## config.mk

```make
export PLATFORM = sky130hd
export DESIGN_NAME = temp_meas_seq
export DESIGN_NICKNAME = d
export VERILOG_FILES = /design/src/rtl/temp_meas_seq.sv
export SDC_FILE = /design/constraint.sdc
export NUM_CORES = 1
export LEC_CHECK = 0
export ABC_AREA = 1
export BUFFER_PORTS_ARGS = -buffer_cell sky130_fd_sc_hd__buf_4
export CAP_MARGIN = 20
export CORE_AREA = 2 2 138 86
export CTS_CLUSTER_DIAMETER = 60
export CTS_CLUSTER_SIZE = 8
export DETAILED_ROUTE_END_ITERATION = 16
export DIE_AREA = 0 0 140 88
export SETUP_SLACK_MARGIN = 0.3
export SLEW_MARGIN = 20
export SYNTH_ARGS = -nofsm -noshare
export SYNTH_HDL_FRONTEND = slang
export SYNTH_SLANG_ARGS = --single-unit
```

## constraint.sdc

```tcl
create_clock -name clk -period 1.8 [get_ports clk]
set_input_delay 0.09 -clock clk [delete_from_list [all_inputs] [get_ports clk]]
set_output_delay 0.09 -clock clk [all_outputs]
set_load 0.05 [all_outputs]
```

## src/rtl/temp_meas_seq.sv

```systemverilog
// Conversion sequencer for the PTAT/CTAT ramp-and-compare temperature front end.
// Drives the 1V8 analog controls, counts each ramp until the comparator trips and hands both counts out over valid/ready.
module temp_meas_seq #(
    parameter int CNT_W      = 8,
    parameter int SETTLE_CYC = 16,
    parameter int PERIOD_W   = 16
) (
    input  logic                clk,
    input  logic                reset,
    input  logic                start_req,
    input  logic                cont_en,
    input  logic [PERIOD_W-1:0] period_cyc,
    input  logic                CMPO_1V8,
    output logic                PWRUP_1V8,
    output logic                PTAT_1V8,
    output logic                CTAT_1V8,
    output logic                RESET_1V8,
    output logic                busy,
    output logic [CNT_W-1:0]    ptat_cnt,
    output logic [CNT_W-1:0]    ctat_cnt,
    output logic [1:0]          timeout,
    output logic                res_valid,
    input  logic                res_ready,
    output logic [2:0]          state
);

    localparam logic [2:0] S_IDLE   = 3'd0;
    localparam logic [2:0] S_PWRUP  = 3'd1;
    localparam logic [2:0] S_RST_P  = 3'd2;
    localparam logic [2:0] S_RAMP_P = 3'd3;
    localparam logic [2:0] S_RST_C  = 3'd4;
    localparam logic [2:0] S_RAMP_C = 3'd5;
    localparam logic [2:0] S_DONE   = 3'd6;
    localparam logic [2:0] S_WAIT   = 3'd7;

    localparam int SET_W = (SETTLE_CYC > 1) ? $clog2(SETTLE_CYC) : 1;
    localparam logic [SET_W-1:0] SETTLE_LAST = SET_W'(SETTLE_CYC - 1);

    logic [2:0]          state_q;
    logic [2:0]          state_next;
    logic                cmpo_meta;
    logic                cmpo_sync;
    logic [SET_W-1:0]    settle_cnt;
    logic [CNT_W-1:0]    ramp_cnt;
    logic [PERIOD_W-1:0] wait_cnt;
    logic                ramp_end;

    logic pwrup_d;
    logic ptat_d;
    logic ctat_d;
    logic rst_d;
    logic busy_d;
    logic valid_d;

    assign state    = state_q;
    // A ramp ends on the first synchronised trip, or when the counter saturates.
    assign ramp_end = cmpo_sync || (ramp_cnt == {CNT_W{1'b1}});

    always_ff @(posedge clk) begin
        if (reset) begin
            state_q   <= S_IDLE;
            PWRUP_1V8 <= 1'b0;
            PTAT_1V8  <= 1'b0;
            CTAT_1V8  <= 1'b0;
            RESET_1V8 <= 1'b0;
            busy      <= 1'b0;
            res_valid <= 1'b0;
        end else begin
            state_q   <= state_next;
            PWRUP_1V8 <= pwrup_d;
            PTAT_1V8  <= ptat_d;
            CTAT_1V8  <= ctat_d;
            RESET_1V8 <= rst_d;
            busy      <= busy_d;
            res_valid <= valid_d;
        end
    end

    always_comb begin
        state_next = state_q;
        case (state_q)
            S_IDLE:   if (start_req) state_next = S_PWRUP;
            S_PWRUP:  if (settle_cnt == SETTLE_LAST) state_next = S_RST_P;
            S_RST_P:  state_next = S_RAMP_P;
            S_RAMP_P: if (ramp_end) state_next = S_RST_C;
            S_RST_C:  state_next = S_RAMP_C;
            S_RAMP_C: if (ramp_end) state_next = S_DONE;
            S_DONE:   if (res_ready) state_next = cont_en ? S_WAIT : S_IDLE;
            S_WAIT: begin
                if (!cont_en) begin
                    state_next = S_IDLE;
                end else if (wait_cnt <= PERIOD_W'(1)) begin
                    state_next = S_PWRUP;
                end
            end
            default:  state_next = S_IDLE;
        endcase
    end

    // Controls are decoded from the next state so they switch on the entering edge.
    always_comb begin
        pwrup_d = 1'b0;
        ptat_d  = 1'b0;
        ctat_d  = 1'b0;
        rst_d   = 1'b0;
        busy_d  = (state_next != S_IDLE);
        valid_d = (state_next == S_DONE);
        case (state_next)
            S_PWRUP:  pwrup_d = 1'b1;
            S_RST_P: begin
                pwrup_d = 1'b1;
                ptat_d  = 1'b1;
                rst_d   = 1'b1;
            end
            S_RAMP_P: begin
                pwrup_d = 1'b1;
                ptat_d  = 1'b1;
            end
            S_RST_C: begin
                pwrup_d = 1'b1;
                ctat_d  = 1'b1;
                rst_d   = 1'b1;
            end
            S_RAMP_C: begin
                pwrup_d = 1'b1;
                ctat_d  = 1'b1;
            end
            default: ;
        endcase
    end

    always_ff @(posedge clk) begin
        if (reset) begin
            cmpo_meta  <= 1'b0;
            cmpo_sync  <= 1'b0;
            settle_cnt <= '0;
            ramp_cnt   <= '0;
            wait_cnt   <= '0;
            ptat_cnt   <= '0;
            ctat_cnt   <= '0;
            timeout    <= 2'b00;
        end else begin
            cmpo_meta <= CMPO_1V8;
            cmpo_sync <= cmpo_meta;

            if (state_q == S_PWRUP) begin
                settle_cnt <= settle_cnt + 1'b1;
            end else begin
                settle_cnt <= '0;
            end

            if ((state_q == S_RAMP_P) || (state_q == S_RAMP_C)) begin
                ramp_cnt <= ramp_cnt + 1'b1;
            end else begin
                ramp_cnt <= '0;
            end

            // The period is latched once on WAIT entry; later changes are ignored.
            if ((state_next == S_WAIT) && (state_q != S_WAIT)) begin
                wait_cnt <= period_cyc;
            end else if ((state_q == S_WAIT) && (wait_cnt != '0)) begin
                wait_cnt <= wait_cnt - 1'b1;
            end

            if ((state_next == S_PWRUP) && (state_q != S_PWRUP)) begin
                timeout <= 2'b00;
            end

            if (state_q == S_RAMP_P) begin
                if (cmpo_sync) begin
                    ptat_cnt <= ramp_cnt;
                end else if (ramp_end) begin
                    ptat_cnt   <= {CNT_W{1'b1}};
                    timeout[0] <= 1'b1;
                end
            end

            if (state_q == S_RAMP_C) begin
                if (cmpo_sync) begin
                    ctat_cnt <= ramp_cnt;
                end else if (ramp_end) begin
                    ctat_cnt   <= {CNT_W{1'b1}};
                    timeout[1] <= 1'b1;
                end
            end
        end
    end

endmodule

```

==> impl_results.md <==
- Pre-CTS WS: between 0.1 and 0.15 ns
- Slowest cell on crit path: dfxtp_2
- CTS Buffer Depth: 2
- Final wirelength: 8290 um
- PortBufs: 48
- Syn_nets: 406
- Mapped Avg Cell Area: between 7 and 8 um^2
- Fill cell count: approximately 1100
- Hold crit path type: input pin to flop
- Setup crit start kind: flop
- CP Cell Sequence: inv_4 > ha_4 > inv_1 > nand2_1 > nand2_1 > nor2_1 > nand2_1 > nand2_2 > nand2_4 > nor3_4 > nand2_2 > nand2_1 > a21oi_1
- Initial antenna violation count: 0
- VDD IR-drop max: about 0.00052 V
- RD Place Congestion: about 0.86
- Vias per cell: ~4.5
- Initial DRC count: roughly 150
- Register area: between 1000 and 1500 um^2
- WP data required: approximately 2 ns
- Final HPWL DP: between 5000 and 6000 um
- Final cycle utilization of the critical path: 0.897
- Synth warnings: 0
- Mapped Cells: between 300 and 400
- Max-cap violations: 0
- Number of global-route vias before repair: between 2000 and 3000
- Commonest cells after routing, fill and taps aside: buf_4 (80), nand2_1 (67), inv_1 (38)
- Clk slew on worst S/H paths: 0.05 ns
- Final setup violation count: 0
- Final hold vios: 0
- Crit-path max cell delay: approximately 0.34 ns
- CTS tree: done
- CP top delay family: simple AND/OR/NAND/NOR gates
- Leak pwr: approximately 0.0019 uW
- Io pins: between 40 and 50
- Die X: around 140 um
- Multi-input gate area: ~1600 um^2
- CP arrival: between 1.5 and 2 ns
- Final WS setup: ~0.19 ns
- Total gr overflow: 0
- Global-route wire length before repair: between 10000 and 15000 um
- Yosys reg bits: 57
- Cells after DPL: 568
- Layout area overhead: 56.9%
- Core Rows: 30
- DRT Pass-1 Iters: 13
- Post-synth cell types: 35
- Worst Skew: 0.00774 ns
- Total Die Area: 12300 um^2
- Status: finished, violations left
- Most common cell after layout, fill and taps aside: buf_4
- Failing checks: DRC
- WP buf/inv: 2
- Max_slew headroom: 0.758
- Layout Cells excl Fill: 619
- N_diodes: 0
- Core area: around 11000 um^2
- Worst Setup Path Type: flop to flop
- CTS Sinks: 57
- Via Count: around 2800
- Largest net degree at the start of global routing: 24
- Num CTS Buffers: 9
- Clock Latency Late Sink: roughly 0.33 ns
- Setup TNS: 0 ns
- Cell Area, Synth: around 2700 um^2
- RSZ-0062 raised after global routing: yes
- Worst slew pin tran: around 0.36 ns
- Most used cell along the critical path: nand2_1
- Max Slew Vio Count: 0
- Initial Utilization: 0.245
- Crit-path max FO: 4
- Root buf cell: clkbuf_16
- Per-cell routed wire length: 13.4 um
- H-tree levels: 3
- Seq/Total Area, Yosys: 0.420
- Gr usage total: 0.135
- Fmax: 0.619 GHz
- # DRC: 5
- Post-route ant nets: 0
- Crit path capture type: flop
- Share of cells above drive strength 1: 0.421
- Fin nets: ~500
- Die extent in y: about 88 um
- Min cycle time layout: about 1.6 ns
- Pwr dens: 774 nW/um^2
==> per-layer routing <==
metal  up-vias  part of all wire  GRT usage
met5         -                 0          0
met4         0             0.016     0.0496
met3        11             0.066     0.0421
met2        78              0.43      0.197
met1      1289              0.49      0.187
li1       1416                 -          -
==> metrics by stage <==
step	total power [uW]	hold WS, ns	util	area, um^2
final	3300	0.0268	0.385	4260
after global placement	1440	0.300	0.297	3290
after detailed placement	1440	0.304	0.297	3290
after CTS	3330	0.0191	0.351	3880
after floorplan	1370	0.197	-	2760
after global routing	3410	0.0358	0.385	4260
==> logic make-up (layout without fill, tap and decap cells) <==
| group | after synthesis | count (layout) | share of synthesized area |
|---|---|---|---|
| adder cells (fa/ha/maj) | 5 | 5 | 0.0231 |
| flip-flops | 57 | 57 | 0.420 |
| XOR/XNOR | 12 | 12 | 0.0387 |
| buffers and inverters | 56 | 152 | 0.0844 |
| AND/OR/NAND/NOR | 180 | 180 | 0.294 |
| AO/OA/AOI/OAI | 69 | 69 | 0.139 |
==> final cells by class <==
type                    instances  area share
well taps                     144      0.0423
clock inverters                 6      0.0215
repair buffers                 88       0.164
clock buffers                  10      0.0561
multi-input cells             266       0.386
flip-flops and latches         57       0.280
repair inverters                1     0.00147
inverters                      47      0.0485
==> flip-flops by register name, indices dropped and copies added, names as in the netlist <==
register    cells
res_valid       1
cmpo_meta       1
ramp_cnt        8
wait_cnt       16
settle_cnt      4
RESET_1V8       1
busy            1
cmpo_sync       1
timeout         2
PTAT_1V8        1
ctat_cnt        8
PWRUP_1V8       1
state           3
CTAT_1V8        1
ptat_cnt        8
==> worst reg2reg max path, stage by stage (launching register included) <==
cell	delay [ns]
dfxtp_2	0.34
inv_4	0.09
ha_4	0.16
inv_1	0.04
nand2_1	0.05
nand2_1	0.04
nor2_1	0.09
nand2_1	0.09
nand2_2	0.11
nand2_4	0.08
nor3_4	0.21
nand2_2	0.08
nand2_1	0.07
a21oi_1	0.05
==> power breakdown <==
group          internal [uW]  switching [uW]
registers               1260            8.19
logic                   61.3            87.2
clock network           1250             631
total                   2570             726
==> repair_timing <==
item | 4_1_cts | 5_1_grt
hold endpoints to repair | 1 | 0
pin swaps | 16 | 27
setup buffers | 17 | 16
endpoints found under the setup margin | 38 | 43
hold buffers | 1 | 0
gates cloned | 0 | 1
resized for setup | 42 | 77
==> final timing paths <==
check | from | end | slack (ns) | cells past startpoint
hold / removal | period_cyc[13] | wait_cnt[13] | 0.03 | 3
setup reg to reg | wait_cnt[1] | timeout[1] | 0.19 | 13
setup / recovery | wait_cnt[1] | timeout[1] | 0.19 | 13
hold reg to reg | cmpo_meta | cmpo_sync | 0.40 | 2
==> Yosys cell counts <==
library cell	number	share of area
inv_1	41	0.057
nand3_1	18	0.033
o2111ai_1	2	0.0065
or2_2	3	0.0069
buf_6	1	0.0041
nand4_1	4	0.0092
o21ai_1	1	0.0018
buf_4	2	0.0055
a21oi_1	34	0.063
nor3_1	7	0.013
o21ai_0	22	0.041
dfxtp_1	57	0.42
o21bai_1	1	0.0028
buf_2	3	0.0055
a31oi_1	3	0.0069
o211ai_1	2	0.0055
clkbuf_1	2	0.0028
nand3b_1	1	0.0028
nand2_1	82	0.11
nor3b_1	1	0.0028
nor3_2	2	0.0074
a22oi_1	1	0.0028
nor2_1	51	0.071
xnor2_1	6	0.019
nor2_2	4	0.0092
buf_1	1	0.0014
xor2_1	6	0.019
nand4_2	1	0.0046
o221ai_1	2	0.0065
o21ai_2	1	0.0032
inv_2	6	0.0083
nand2_2	2	0.0046
nor2_4	2	0.0083
nand2_4	2	0.0083
ha_1	5	0.023
No activity file was read; power rests on OpenSTA's default activity.
